<file path="config.mk">
export PLATFORM = sky130hd
export DESIGN_NAME = seq_match_ctrl
export DESIGN_NICKNAME = d
export VERILOG_FILES = /design/src/rtl/seq_match_ctrl.sv
export SDC_FILE = /design/constraint.sdc
export NUM_CORES = 1
export LEC_CHECK = 0
export BUFFER_PORTS_ARGS = -buffer_cell sky130_fd_sc_hd__buf_2
export CORE_MARGIN = 4
export CORE_UTILIZATION = 40
export DETAILED_ROUTE_END_ITERATION = 7
export PLACE_DENSITY_LB_ADDON = 0.12
export SYNTH_ARGS = -nofsm -noshare
export SYNTH_HDL_FRONTEND = slang
export SYNTH_SLANG_ARGS = --single-unit
</file>
<file path="constraint.sdc">
create_clock -name clk -period 2.94 [get_ports clk]
set_input_delay 0.441 -clock clk [delete_from_list [all_inputs] [get_ports clk]]
set_output_delay 0.441 -clock clk [all_outputs]
set_load 0.03 [all_outputs]
</file>
<file path="src/rtl/seq_match_ctrl.sv">
//-----------------------------------------------------------------------------
// seq_match_ctrl
//
// Run controller for serial pattern detection. A run is armed by a start
// pulse, which snapshots the configuration. The block then shifts accepted
// serial bits into a PAT_W-bit window and compares the masked window against
// the pattern after every accepted bit once the window is full. Matches are
// counted, and overlapping matches are allowed by default. A run ends when
// the match limit or the bit window is reached, with a single DONE cycle.
// An abort cancels the run without a done pulse.
//
// Optional build macro:
//   SEQ_MATCH_NOOVL_EN - non-overlapping mode. Each match clears the shift
//                        window and fill count, so the next match needs
//                        PAT_W fresh bits.
//
// Ports:
//   clk          in   clock
//   rst_n        in   synchronous reset, active-low
//   cfg_pattern  in   [PAT_W] target pattern, MSB is the first-received bit
//   cfg_mask     in   [PAT_W] 1 = compare bit, 0 = don't care
//   cfg_limit    in   [CNT_W] matches to finish, 0 = unlimited
//   cfg_window   in   [WIN_W] accepted bits before timeout, 0 = none
//   start        in   begin run (accepted in IDLE only)
//   abort        in   cancel run
//   bit_valid    in   bit_in qualifier
//   bit_in       in   serial data
//   busy         out  run in progress (FILL, SEARCH, DONE)
//   match        out  1-cycle pulse per match
//   match_cnt    out  [CNT_W] matches in current/last run (saturating)
//   done         out  1-cycle run-complete pulse
//   timeout      out  last run ended by window exhaustion
//-----------------------------------------------------------------------------
`timescale 1ns/1ps

module seq_match_ctrl #(
  parameter int PAT_W = 8,
  parameter int CNT_W = 8,
  parameter int WIN_W = 16
) (
  input  logic             clk,
  input  logic             rst_n,
  input  logic [PAT_W-1:0] cfg_pattern,
  input  logic [PAT_W-1:0] cfg_mask,
  input  logic [CNT_W-1:0] cfg_limit,
  input  logic [WIN_W-1:0] cfg_window,
  input  logic             start,
  input  logic             abort,
  input  logic             bit_valid,
  input  logic             bit_in,
  output logic             busy,
  output logic             match,
  output logic [CNT_W-1:0] match_cnt,
  output logic             done,
  output logic             timeout
);

  localparam int FILL_W = $clog2(PAT_W + 1);
  localparam logic [FILL_W-1:0] FILL_LAST = FILL_W'(PAT_W - 1);
  localparam logic [FILL_W-1:0] FILL_FULL = FILL_W'(PAT_W);

  typedef enum logic [1:0] {
    S_IDLE   = 2'd0,
    S_FILL   = 2'd1,
    S_SEARCH = 2'd2,
    S_DONE   = 2'd3
  } state_t;

  state_t             r_state;
  state_t             w_state_nxt;

  logic [PAT_W-1:0]   r_pat;
  logic [PAT_W-1:0]   r_mask;
  logic [CNT_W-1:0]   r_limit;
  logic [WIN_W-1:0]   r_window;

  logic [PAT_W-1:0]   r_shift;
  logic [FILL_W-1:0]  r_fill;
  logic [WIN_W-1:0]   r_win;
  logic [CNT_W-1:0]   r_cnt;
  logic               r_match;
  logic               r_timeout;

  logic               w_accept;
  logic               w_start;
  logic [PAT_W-1:0]   w_shift_nxt;
  logic [FILL_W-1:0]  w_fill_nxt;
  logic               w_cmp_en;
  logic               w_hit;
  logic [CNT_W-1:0]   w_cnt_inc;
  logic               w_lim_hit;
  logic [WIN_W-1:0]   w_win_inc;
  logic               w_win_hit;
  logic               w_finish;

  // Abort takes priority over both a start and a bit arriving in the same
  // cycle: the bit is dropped and the start is not taken.
  assign w_accept = bit_valid && !abort &&
                    ((r_state == S_FILL) || (r_state == S_SEARCH));
  assign w_start  = start && !abort && (r_state == S_IDLE);

  assign w_shift_nxt = {r_shift[PAT_W-2:0], bit_in};
  assign w_fill_nxt  = (r_fill == FILL_FULL) ? r_fill : r_fill + 1'b1;

  // Compare once the current bit completes a full window.
  assign w_cmp_en = (r_fill >= FILL_LAST);
  assign w_hit    = w_accept && w_cmp_en &&
                    (((w_shift_nxt ^ r_pat) & r_mask) == '0);

  assign w_cnt_inc = (&r_cnt) ? r_cnt : r_cnt + 1'b1;
  assign w_lim_hit = w_hit && (r_limit != '0) && (w_cnt_inc == r_limit);

  assign w_win_inc = r_win + 1'b1;
  assign w_win_hit = w_accept && (r_window != '0) && (w_win_inc == r_window);

  assign w_finish  = w_lim_hit || w_win_hit;

  always_ff @(posedge clk) begin
    if (!rst_n) begin
      r_state <= S_IDLE;
    end else begin
      r_state <= w_state_nxt;
    end
  end

  always_comb begin
    w_state_nxt = r_state;
    case (r_state)
      S_IDLE: begin
        if (w_start) w_state_nxt = S_FILL;
      end
      S_FILL, S_SEARCH: begin
        if (abort) begin
          w_state_nxt = S_IDLE;
        end else if (w_finish) begin
          w_state_nxt = S_DONE;
        end else if (w_accept && w_cmp_en) begin
`ifdef SEQ_MATCH_NOOVL_EN
          w_state_nxt = w_hit ? S_FILL : S_SEARCH;
`else
          w_state_nxt = S_SEARCH;
`endif
        end
      end
      S_DONE: begin
        w_state_nxt = S_IDLE;
      end
      default: begin
        w_state_nxt = S_IDLE;
      end
    endcase
  end

  always_ff @(posedge clk) begin
    if (!rst_n) begin
      r_pat     <= '0;
      r_mask    <= '0;
      r_limit   <= '0;
      r_window  <= '0;
      r_shift   <= '0;
      r_fill    <= '0;
      r_win     <= '0;
      r_cnt     <= '0;
      r_match   <= 1'b0;
      r_timeout <= 1'b0;
    end else begin
      r_match <= w_hit;
      if (w_start) begin
        r_pat     <= cfg_pattern;
        r_mask    <= cfg_mask;
        r_limit   <= cfg_limit;
        r_window  <= cfg_window;
        r_shift   <= '0;
        r_fill    <= '0;
        r_win     <= '0;
        r_cnt     <= '0;
        r_timeout <= 1'b0;
      end else if (w_accept) begin
        r_win <= w_win_inc;
        if (w_hit) r_cnt <= w_cnt_inc;
        // Limit wins when both limits land on the same bit.
        if (w_finish) r_timeout <= !w_lim_hit;
`ifdef SEQ_MATCH_NOOVL_EN
        if (w_hit) begin
          r_shift <= '0;
          r_fill  <= '0;
        end else begin
          r_shift <= w_shift_nxt;
          r_fill  <= w_fill_nxt;
        end
`else
        r_shift <= w_shift_nxt;
        r_fill  <= w_fill_nxt;
`endif
      end
    end
  end

  assign busy      = (r_state != S_IDLE);
  assign done      = (r_state == S_DONE);
  assign match     = r_match;
  assign match_cnt = r_cnt;
  assign timeout   = r_timeout;

endmodule

</file>
[After elaboration in Yosys (flattened, before gate mapping)]
Index checks and enable logic that the tools add are counted.
Cells by class
  $lt $le $gt $ge: 1
  add/sub/neg operators: 3
  bitwise operators: 4
  reduce and logical (&&, ||, !) cells: 26
  muxes and demuxes: 6
  eq/ne operators: 8
Operators by type and width (count)
  16-bit by 1-bit adder with 16-bit output (second input constant): 1
  16-bit equality test: 1
  16-bit nonzero test: 1
  1-bit logical AND: 10
  8-bit by 1-bit adder with 8-bit output (second input constant): 1
  8-bit AND: 1
  8-bit equality test: 1
  8-bit logical NOT: 1
  2-bit 2-to-1 mux: 4
  8-bit 2-to-1 mux: 1
  2-bit AND reduction: 4
  8-bit AND reduction: 1
  8-bit nonzero test: 1
  8-bit XOR: 1
  2-bit case mux with 3 select lines: 1
  4-bit by 1-bit adder with 4-bit output (second input constant): 1
  2-bit equality test (second input constant): 2
  4-bit equality test (second input constant): 1
  4-bit by 3-bit greater-or-equal comparator with 1-bit output (second input constant): 1
  4-bit inequality test (second input constant): 1
  2-bit OR reduction: 2
  2-bit by 1-bit equality test with 1-bit output (second input constant): 1
  1-bit logical NOT: 2
  2-bit logical NOT: 1
  4 further kinds: 6
Word-level totals
  logic and storage cells: 59
  flip-flop bits (word level): 79
  output and inout bits: 12
  input port bits: 46

[Longest topological paths before layout]
Gate-level depths: netlist (run 1).
  depth after elaboration: 11
  mapped depth: 10
  gate-level depth less buffers: 9

[Worst setup path after synthesis (run 1)]
Ideal clock, no wire load.
  path type: flip-flop to flip-flop
  from: register r_cnt[0] (netlist: match_cnt[0])
  to: register r_timeout (netlist: timeout)
  data arrival time: 2396 ps
  stages on the path, launching flop included: 10
  setup time: 136 ps
  clock period less this slack: 2532 ps
  path slack: 408 ps
  data required time: 2804 ps
  buffers on the path: 1
  path through: dfxtp_1 -> ha_1 -> and3_1 -> clkbuf_1 -> nor2_1 -> o21bai_1 -> a2111oi_2 -> nand3_1 -> a2111oi_0 -> a211oi_1
Between the ends
  longest elaborated chain between the ends: 6
  elaborated cells on any way between the ends: 8
  those cells by class: add/sub (1); eq/ne (1); mux (1); reduce/logical (5)
RTL lines
  start, declared: RTL line 80  | logic [CNT_W-1:0] r_cnt;
  start signal, assigned: RTL line 180  | if (w_hit) r_cnt <= w_cnt_inc;
  8-bit by 1-bit adder with 8-bit output or 8-bit AND reduction (tied branches): RTL line 110  | assign w_cnt_inc = (&r_cnt) ? r_cnt : r_cnt + 1'b1;
  8-bit 2-to-1 mux (*): RTL line 110
  8-bit equality test (*): RTL line 111  | assign w_lim_hit = w_hit && (r_limit != '0) && (w_cnt_inc == r_limit);
  1-bit logical AND (*): RTL line 111
  1-bit logical OR: RTL line 116  | assign w_finish = w_lim_hit || w_win_hit;
  2-bit AND reduction (no source line)
  end signal, assigned: RTL line 182  | if (w_finish) r_timeout <= !w_lim_hit;
  end, declared: RTL line 82  | logic r_timeout;
Every way passes the cells marked *; elsewhere a longest branch is shown, timed or not.
A chain may end at the register's enable or synchronous reset.

[Worst setup path after layout (run 1)]
  from: register r_win[0]
  to: register r_state[0]
Between the ends
  longest elaborated chain between the ends: 7
  elaborated cells on any way between the ends: 9
  those cells by class: add/sub (1); eq/ne (2); mux (3); reduce/logical (3)
RTL lines
  start, declared: RTL line 79  | logic [WIN_W-1:0] r_win;
  start signal, assigned: RTL line 179  | r_win <= w_win_inc;
  16-bit by 1-bit adder with 16-bit output (*): RTL line 113  | assign w_win_inc = r_win + 1'b1;
  16-bit equality test (*): RTL line 114  | assign w_win_hit = w_accept && (r_window != '0) && (w_win_inc == r_window);
  1-bit logical AND (*): RTL line 114
  1-bit logical OR (*): RTL line 116
  2-bit 2-to-1 mux: RTL line 135  | end else if (w_finish) begin
  2-bit 2-to-1 mux: RTL line 133  | if (abort) begin
  2-bit case mux with 3 select lines: RTL line 128  | case (r_state)
  end signal, assigned: RTL line 122  | r_state <= w_state_nxt;
  end, declared: RTL line 69  | state_t r_state;
Marked as above.

==> key figures, run 1 <==
Run status
  • Outcome: finished clean

Yosys
  • Post-synth EDFFs: 0
  • Yosys warnings: 0
  • Syn nets: 558
  • Post-synth top flop: dfxtp_1
  • Sequential share of the synthesized area: 38.6%
  • FF+latch count, synth: 79
  • Synth Cell Area: 4100 um2
  • Post-synth ARST share: 0%
  • Syn avg cell area: 8.10 um2
  • Synth unique cells: 52
  • Syn Inst Count: 506

Layout
  • Finished Cell Area: 4700 um2
  • Fraction of layout cells with a size suffix above 1: 16.6%
  • Final nets: 607
  • Antenna Cells: 0
  • P&R area growth vs syn: 14.7%
  • Most frequent cells in the layout: nand2_1, dfxtp_1, buf_2
  • FILL cells: 1000
  • Commonest non-fill, non-tap cell in the layout: nand2_1

Worst setup path
  • Worst-path cell chain: ha_1 > nand3_1 > or4_4 > o32a_1 > a211oi_2 > nand4_2 > a41o_1 > a31oi_1
  • Worst setup EP type: flop
  • Critical path's slowest cell: or4_4
  • Critical path fanouts, max: 6
  • WP data required: 3.22 ns
  • Setup crit start kind: flop
  • Worst Setup Path Type: flop to flop
  • CP max stage delay: 0.57 ns
  • Critical path arrival: 2.76 ns

STA
  • Setup_tns: 0 ns
  • Fmax: 403 MHz
  • # setup viols final: 0
  • Worst Max-Slew Pin Slew: 0.599 ns
  • Clock skew: 0.00918 ns
  • Final hold viol count: 0
  • Max Slew Vio Count: 0
  • RSZ-0062 raised after global routing: false
  • Tmin final: 2.48 ns
  • Worst slew margin: 59.9%
  • Tcrit/Tclk final: 84.3%

Placement
  • Placed inst area: 4520 um2
  • GPL Wtd Cong: 0.867
  • Input/output buffers: 57
  • DP HPWL: 7150 um

Die
  • Starting Density: 41.5%
  • Ports: 58
  • FP Rows: 36
  • Core area: 9860 um2
  • Die X: 109 um
  • Die Ht: 109 um
  • Die ar.: 11900 um2

Clock network
  • Reg clk slew, reported paths: 0.08 ns
  • CTS buffer count: 9
  • CTS max path bufs: 2
  • Post-CTS Resized: 0
  • Setup bufs post-CTS: 0
  • CTS tree: built
  • Root buffer cell: clkbuf_8
  • Post-cts hold buffer count: 0
  • CTS sink count: 79
  • Worst-skew pair later-pin latency: 0.35 ns
  • H-Tree Depth: 3

Detailed routing
  • Via-per-instance ratio: 5.12
  • Vias: 3546
  • Number of remaining DRC errors: 0
  • DR WL/cell: 14.0 um
  • First-pass DRT Iterations: 4
  • Final WL: 9700 um
  • DRT iter0 DRCs: 103
  • Post-DRT Antenna Nets: 0

GRT
  • Vias in the first global route: 3414
  • Largest net degree at the start of global routing: 44
  • First-pass GRT wire length: 16400 um
  • GR Util All Layers: 17.5%
  • Grt ovf: 0
  • Initial antenna violation count: 0

Power
  • Worst VDD drop: 0.251 mV
  • Static leakage: 1.83 nW
  • PD cells: 453 nW/um2

Job
  • # Max-Cap Violations: 0

Min path
  • HP Class: primary input to flop
[registers in the layout (all words and copies together), names as in the netlist]
register	flops
match	1
match_cnt	8
r_fill	4
r_limit	8
r_mask	8
r_pat	8
r_shift	7
r_state	2
r_win	16
r_window	16
timeout	1
[synth_stat cells, types with 3 or more instances]
cell        n  area [um2]
nand2_1   121         454
dfxtp_1    79        1580
a21boi_0   41         308
xor2_1     36         315
nor2_1     32         120
clkbuf_1   24        90.1
xnor2_1    18         158
a21oi_1    16        80.1
nand3_1    16        80.1
inv_1      11        41.3
nand4_1    10        62.6
nor3_1     10        50.1
o21ai_0     9        45.0
and3_1      7        43.8
mux2i_1     7        70.1
nor4_1      7        43.8
ha_1        6        75.1
a22oi_1     4        30.0
a31oi_1     4        25.0
and2_1      3        18.8
or3_1       3        18.8
[logic make-up (layout without fill, tap and decap cells)]
group,count (synthesis),after routing,share of synthesized area [%]
AO/OA/AOI/OAI,93,93,16.6
XOR/XNOR,54,54,11.5
adder cells (fa/ha/maj),6,6,1.83
buffers and inverters,38,92,3.57
flip-flops,79,79,38.6
multiplexers,9,9,2.26
AND/OR/NAND/NOR,227,227,25.6
[cell type report]
type | instances | area (um2) | area share, %
Multi-Input combinational cell | 389 | 2370 | 50.5
Sequential cell | 79 | 1580 | 33.7
Timing Repair Buffer | 65 | 358 | 7.62
Tap cell | 133 | 166 | 3.54
Clock buffer | 13 | 159 | 3.38
Inverter | 11 | 41.3 | 0.879
Clock inverter | 3 | 17.5 | 0.373
[per-layer routing]
layer | wire [um] | global-route usage [%]
met1 | 4920 | 24.3
met2 | 4150 | 26.3
met3 | 505 | 3.79
met4 | 123 | 7.39
met5 | 0 | 0
[report_power, final]
group          internal, W  switching [W]  leakage (nW)
Sequential         0.00110      0.0000332         0.641
Clock             0.000351       0.000396        0.0894
Combinational     0.000107       0.000137          1.10
Total              0.00156       0.000567          1.83
[metrics by stage]
stage / std cells / setup WS (ns) / power (W) / hold slack (ns) / utilization, %
after floorplan: 506 / 0.408 / 0.00132 / 0.443 / -
after global placement: 677 / 0.550 / 0.00141 / 0.454 / 45.8
after detailed placement: 677 / 0.474 / 0.00141 / 0.463 / 45.8
after CTS: 693 / 0.469 / 0.00215 / 0.311 / 47.6
after global routing: 693 / 0.195 / 0.00223 / 0.323 / 47.6
final: 693 / 0.461 / 0.00213 / 0.327 / 47.6
[critical path: cells and delay by family, from the launching register on]
kind,cells,cell delay (ns)
fa+ha+maj,1,0.28
compound gates,4,0.78
flops,1,0.43
simple gates,3,0.93
[final timing paths]
kind	from	endpoint	slack, ns	cells after the start
worst max-delay path	r_win[0]	r_state[0]	0.46	8
worst min-delay path	cfg_mask[0]	r_mask[0]	0.33	3
worst min register to register	r_mask[2]	r_mask[2]	0.47	2
worst max register to register	r_win[0]	r_state[0]	0.46	8
(Power assumes the default switching activity.)
==> run 2, diff against run 1 <==
==> constraint.sdc (replaced) <==
create_clock -name clk -period 2.2 [get_ports clk]
set_input_delay 0.33 -clock clk [delete_from_list [all_inputs] [get_ports clk]]
set_output_delay 0.33 -clock clk [all_outputs]
set_load 0.03 [all_outputs]
==> key figures, run 2 (same netlist as run 1, synthesis figures left out) <==
Detailed routing
  • Post-DRT Antenna Nets: 0 (unchanged)
  • DRT iter0 DRCs: 220 (was 103)
  • Final WL: 10600 um (was 9700 um)
  • DR WL/cell: 14.5 um (was 14.0 um)
  • First-pass DRT Iterations: 4 (unchanged)
  • Via-per-instance ratio: 5.12 (about the same)
  • Number of remaining DRC errors: 0 (unchanged)
  • Vias: 3734 (was 3546)

Worst setup path
  • Worst-path cell chain: ha_4 > nand3_1 > buf_4 > or3_2 > a211oi_2 > nand4_2 > buf_4 > a31oi_2 (was ha_1 > nand3_1 > or4_4 > o32a_1 > a211oi_2 > nand4_2 > a41o_1 > a31oi_1)
  • Worst Setup Path Type: flop to flop (unchanged)
  • CP max stage delay: 0.47 ns (was 0.57 ns)
  • Critical path's slowest cell: or3_2 (was or4_4)
  • WP data required: 2.49 ns (was 3.22 ns)
  • Worst setup EP type: flop (unchanged)
  • Crit-path most repeated cell: buf_4
  • Critical path arrival: 2.38 ns (was 2.76 ns)
  • R2R Path Start: r_win[0] (unchanged)
  • Flop2flop setup slack: 0.10 ns (was 0.46 ns)
  • Critical path fanouts, max: 6 (unchanged)
  • Setup crit start kind: flop (unchanged)
  • FF-to-FF End: r_state[1] (was r_state[0])
  • R2R cell count: 8 (unchanged)

STA
  • RSZ-0062 raised after global routing: false (unchanged)
  • Clock skew: 0.0113 ns (was 0.00918 ns)
  • Tcrit/Tclk final: 95.3% (was 84.3%)
  • # setup viols final: 0 (unchanged)
  • Worst slew margin: 58.9% (was 59.9%)
  • Fmax: 477 MHz (was 403 MHz)
  • Max Slew Vio Count: 0 (unchanged)
  • Final hold viol count: 0 (unchanged)
  • Final Hold Slack: 0.206 ns (was 0.327 ns)
  • Tmin final: 2.10 ns (was 2.48 ns)
  • Worst Slack Setup Final: 0.104 ns (was 0.461 ns)
  • Worst Max-Slew Pin Slew: 0.610 ns (was 0.599 ns)

Clock network
  • CTS sink count: 79 (unchanged)
  • Root buffer cell: clkbuf_8 (unchanged)
  • CTS buffer count: 9 (unchanged)
  • CTS tree: built (unchanged)
  • Worst-skew pair later-pin latency: 0.36 ns (was 0.35 ns)
  • H-Tree Depth: 3 (unchanged)
  • Post-cts hold buffer count: 0 (unchanged)
  • CTS max path bufs: 2 (unchanged)
  • Reg clk slew, reported paths: 0.09 ns (was 0.08 ns)

Layout
  • Largest regs: r_win: 16 flops, r_window: 16 flops (unchanged)
  • Most frequent cells in the layout: nand2_1, dfxtp_1, buf_2 (unchanged)
  • Fin cells: 729 (was 693)
  • Antenna Cells: 0 (unchanged)
  • P&R area growth vs syn: 24.5% (was 14.7%)
  • Fraction of layout cells with a size suffix above 1: 25.7% (was 16.6%)
  • Final nets: 643 (was 607)
  • Commonest non-fill, non-tap cell in the layout: nand2_1 (unchanged)
  • Finished Cell Area: 5100 um2 (was 4700 um2)

Die
  • Starting Density: 41.5% (unchanged)
  • Ports: 58 (unchanged)
  • Core area: 9860 um2 (unchanged)
  • Die ar.: 11900 um2 (unchanged)
  • Die X: 109 um (unchanged)
  • FP Rows: 36 (unchanged)
  • Die Ht: 109 um (unchanged)

Min path
  • Worst Hold End: r_limit[2] (was r_mask[0])
  • HP Class: primary input to flop (unchanged)
  • Hold path depth: 3 (unchanged)
  • Min-delay src: cfg_limit[2] (was cfg_mask[0])

GRT
  • First-pass GRT wire length: 17500 um (was 16400 um)
  • Grt ovf: 0 (unchanged)
  • Initial antenna violation count: 0 (unchanged)
  • Largest net degree at the start of global routing: 41 (was 44)
  • Vias in the first global route: 3598 (was 3414)
  • GR Util All Layers: 18.6% (was 17.5%)

Power
  • Sw Share: 25.7% (was 26.6%)
  • PD cells: 596 nW/um2 (was 453 nW/um2)
  • Combinational fraction of design power: 11.2% (was 11.5%)
  • Sequential share of power: 49.9% (was 53.4%)
  • Clock power frac: 38.9% (was 35.1%)
  • Worst VDD drop: 0.312 mV (was 0.251 mV)
  • Psw: 0.000780 W (was 0.000567 W)
  • Int Power: 0.00226 W (was 0.00156 W)
  • Pwr Total: 0.00304 W (was 0.00213 W)
  • Static leakage: 2.03 nW (was 1.83 nW)

Placement
  • Dpl ws: -0.0805 ns (was 0.474 ns)
  • Input/output buffers: 57 (unchanged)
  • DP HPWL: 7740 um (was 7150 um)
  • GPL Wtd Cong: 0.850 (was 0.867)
  • Placed Cells: 709 (was 677)
  • Placed inst area: 4770 um2 (was 4520 um2)

Run status
  • Outcome: finished clean (unchanged)

Job
  • # Max-Cap Violations: 0 (unchanged)
run 2: cell types whose count changed in the layout (fill, tap and decap cells not counted), moves of 3 or more:
cell and delta:
buf_4 +37, dfxtp_1 -11, dfxtp_2 +8, dfxtp_4 +3
run 2: how the worst max path moves through the flow:
stage | startpoint | end | slack, ns | cells after the start
finish | r_win[0] | r_state[1] | 0.10 | 8
global route | r_state[1] | r_state[1] | 0.02 | 9
CTS | r_state[0] | r_state[0] | 0.02 | 9
detailed placement | r_win[1] | r_state[0] | -0.08 | 8
global placement | r_state[0] | r_state[0] | 0.006 | 9
floorplan | match_cnt[0] | timeout | -0.02 | 9
run 2: what timing repair did:
action / CTS / global route
hold endpoints to repair: 0 / 0
setup buffers: 1 / 3
gates resized for setup: 5 / 21
pin swaps: 8 / 10
setup endpoints to repair: 2 / 6
run 2: area by class of cell:
type | instances | area (um2)
Clock buffer | 11 | 131
Clock inverter | 5 | 81.3
Fill cell | 1001 | 4760
Inverter | 11 | 41.3
Sequential cell | 79 | 1600
Timing Repair Buffer | 101 | 616
Multi-Input combinational cell | 389 | 2460
Tap cell | 133 | 166
run 2: worst max-delay path: cells and delay by family (launching register included):
kind            cells  cell delay (ns)
flops               1             0.35
fa+ha+maj           1             0.16
simple gates        3             0.73
buf+inv             2             0.35
compound gates      2             0.43
run 2: layer usage:
metal,wire length (um),share of wire [%],GRT usage [%],up-vias
met5,0,0,0,-
met4,128,1.2,5.97,0
met3,521,4.9,3.61,12
met2,4810,46,29.4,88
met1,5100,48,25.6,1730
li1,-,-,-,1904
run 2: power by group through the flow:
stage	combinational (W)	clock (W)	sequential (W)
2_1_floorplan	0.000222	0	0.00154
3_5_place_dp	0.000339	0	0.00155
4_1_cts	0.000342	0.00122	0.00152
3_3_place_gp	0.000332	0	0.00155
5_1_grt	0.000386	0.00127	0.00152
6_report	0.000341	0.00118	0.00152
run 2: per-stage QoR:
stage	setup TNS, ns	utilization, %
3_3_place_gp	0	48.4
6_report	0	51.7
5_1_grt	0	51.7
3_5_place_dp	-0.122	48.4
2_1_floorplan	-0.0194	-
4_1_cts	0	50.8
==> run 3, diff against run 2 <==
==> constraint.sdc (replaced) <==
create_clock -name clk -period 1.95 [get_ports clk]
set_input_delay 0.2925 -clock clk [delete_from_list [all_inputs] [get_ports clk]]
set_output_delay 0.2925 -clock clk [all_outputs]
set_load 0.03 [all_outputs]
==> key figures, run 3 (same netlist as run 1, synthesis figures left out) <==
Run status
  • Outcome: complete, but fails checks (was finished clean)
  • Failing checks: negative setup slack

Layout
  • Fin cells: 763 (was 729)
  • P&R area growth vs syn: 33.4% (was 24.5%)
  • FILL cells: 963 (was 1001)
  • Antenna Cells: 0 (unchanged)
  • Fraction of layout cells with a size suffix above 1: 32.9% (was 25.7%)
  • Commonest non-fill, non-tap cell in the layout: nand2_1 (unchanged)
  • Multi-input gate area: 2540 um2 (was 2460 um2)
  • Reg area: 1610 um2 (was 1600 um2)
  • Largest regs: r_win: 16 flops, r_window: 16 flops (unchanged)
  • Final nets: 677 (was 643)
  • Most frequent cells in the layout: nand2_1, buf_4, dfxtp_1 (was nand2_1, dfxtp_1, buf_2)

STA
  • Worst Slack Setup Final: -0.138 ns (was 0.104 ns)
  • Worst slew margin: 74.8% (was 58.9%)
  • Fmax: 479 MHz (was 477 MHz)
  • Tmin final: 2.09 ns (was 2.10 ns)
  • Worst Max-Slew Pin Slew: 0.378 ns (was 0.610 ns)
  • Max Slew Vio Count: 0 (unchanged)
  • Final Hold Slack: 0.169 ns (was 0.206 ns)
  • RSZ-0062 raised after global routing: true (was false)
  • Clock skew: 0.00959 ns (was 0.0113 ns)
  • Tcrit/Tclk final: 107% (was 95.3%)
  • # setup viols final: 3 (was 0)
  • Final hold viol count: 0 (unchanged)

Clock network
  • CTS max path bufs: 2 (unchanged)
  • Reg clk slew, reported paths: 0.09 ns (about the same)
  • CTS buffer count: 9 (unchanged)
  • H-Tree Depth: 3 (unchanged)
  • CTS tree: built (unchanged)
  • Root buffer cell: clkbuf_8 (unchanged)
  • CTS sink count: 79 (unchanged)
  • Worst-skew pair later-pin latency: 0.36 ns (about the same)

Worst setup path
  • WP data required: 2.23 ns (was 2.49 ns)
  • Setup crit start kind: flop (unchanged)
  • Critical path fanouts, max: 5 (was 6)
  • Critical path arrival: 2.36 ns (was 2.38 ns)
  • Worst setup EP type: flop (unchanged)
  • Critical path depth: 8 (unchanged)
  • Worst Setup Path Type: flop to flop (unchanged)
  • Worst-path cell chain: buf_4 > xor2_2 > xnor2_1 > nand4_1 > a2111oi_4 > nand4_2 > buf_4 > a211oi_1 (was ha_4 > nand3_1 > buf_4 > or3_2 > a211oi_2 > nand4_2 > buf_4 > a31oi_2)
  • CP max stage delay: 0.40 ns (was 0.47 ns)
  • CP Buf/Inv Count: 2 (unchanged)
  • R2R cell count: 8 (unchanged)
  • Flop2flop setup slack: -0.14 ns (was 0.10 ns)
  • Crit-path most repeated cell: buf_4 (unchanged)
  • Critical path's slowest cell: a2111oi_4 (was or3_2)
  • Crit path max-delay family: compound AO/OA/AOI/OAI gates (was simple AND/OR/NAND/NOR gates)

Power
  • Worst VDD drop: 0.449 mV (was 0.312 mV)
  • Static leakage: 2.24 nW (was 2.03 nW)
  • PD cells: 628 nW/um2 (was 596 nW/um2)

Detailed routing
  • DR WL/cell: 14.2 um (was 14.5 um)
  • Final WL: 10900 um (was 10600 um)
  • Post-DRT Antenna Nets: 0 (unchanged)
  • Vias: 3852 (was 3734)
  • DR top layer: met4 (unchanged)
  • Via-per-instance ratio: 5.05 (was 5.12)
  • Number of remaining DRC errors: 0 (unchanged)
  • Met2 wire len: 5010 um (was 4810 um)
  • DRT iter0 DRCs: 127 (was 220)
  • DR WL met3: 408 um (was 521 um)
  • First-pass DRT Iterations: 4 (unchanged)
  • Wl on met1: 5320 um (was 5100 um)

Placement
  • Dpl ws: -0.236 ns (was -0.0805 ns)
  • GPL Wtd Cong: 0.883 (was 0.850)
  • Input/output buffers: 57 (unchanged)
  • Placed Cells: 741 (was 709)
  • DP HPWL: 8060 um (was 7740 um)

GRT
  • GR Util All Layers: 19.2% (was 18.6%)
  • First-pass GRT wire length: 17900 um (was 17500 um)
  • Largest net degree at the start of global routing: 41 (unchanged)
  • Initial antenna violation count: 0 (unchanged)
  • Grt ovf: 0 (unchanged)
  • Vias in the first global route: 3720 (was 3598)

Die
  • Ports: 58 (unchanged)
  • Die Ht: 109 um (unchanged)
  • Starting Density: 41.5% (unchanged)
  • Die ar.: 11900 um2 (unchanged)
  • FP Rows: 36 (unchanged)
  • Die X: 109 um (unchanged)
  • Core area: 9860 um2 (unchanged)

Min path
  • Hold path depth: 3 (unchanged)
  • HP Class: primary input to flop (unchanged)

Job
  • # Max-Cap Violations: 0 (unchanged)
## run 3: cell types whose count changed in the layout (fill, tap and decap cells not counted), moves of 3 or more
cell,previous run,this run
dfxtp_2,8,13
nand2_1,121,118
nor2_1,32,29
buf_4,44,75
dfxtp_1,68,62
## run 3: worst paths after layout
check / startpoint / end
hold / removal: cfg_mask[5] / r_mask[5]
setup / recovery: r_win[7] / timeout
hold reg to reg: r_mask[7] / r_mask[7]
setup reg to reg: r_win[7] / timeout
## run 3: where the power goes
group,switching [W],internal [W],total (W)
sequential,0.0000514,0.00166,0.00171
clock,0.000650,0.000642,0.00129
combinational,0.000231,0.000201,0.000431
## run 3: repair_timing
item,4_1_cts,5_1_grt
resized for setup,12,18
pin swaps,8,9
endpoints found under the hold margin,0,0
endpoints found under the setup margin,12,18
gates cloned,0,0
setup buffers,3,4
hold buffers,0,0
## run 3: worst register-to-register path, cell delays in order (launching register included)
cell       delay (ns)
dfxtp_2          0.35
buf_4            0.15
xor2_2           0.18
xnor2_1          0.18
nand4_1          0.19
a2111oi_4        0.40
nand4_2          0.18
buf_4            0.18
a211oi_1         0.20
## run 3: metrics by stage
stage | utilization [%] | cell area, um2 | setup TNS [ns] | total power, W
after floorplan | - | 4200 | -0.0743 | 0.00199
after global placement | 51.6 | 5090 | -0.322 | 0.00216
after detailed placement | 51.6 | 5090 | -1.01 | 0.00217
after CTS | 54.3 | 5360 | -0.461 | 0.00346
after global routing | 55.4 | 5470 | -1.03 | 0.00360
final | 55.4 | 5470 | -0.353 | 0.00343
## run 3: layout make-up
type | instances | share of cell area (%)
inverter | 11 | 0.755
sequential | 79 | 29.5
timing repair buffer | 135 | 16.5
clock inverter | 5 | 1.19
multi-input combinational | 389 | 46.5
clock buffer | 11 | 2.59
tap | 133 | 3.04
## run 3: per-layer routing
layer	vias to the layer above	global-route usage, %
met4	0	7.21
met2	67	30.5
met5	-	0
met1	1800	26.2
li1	1976	-
met3	9	3.26
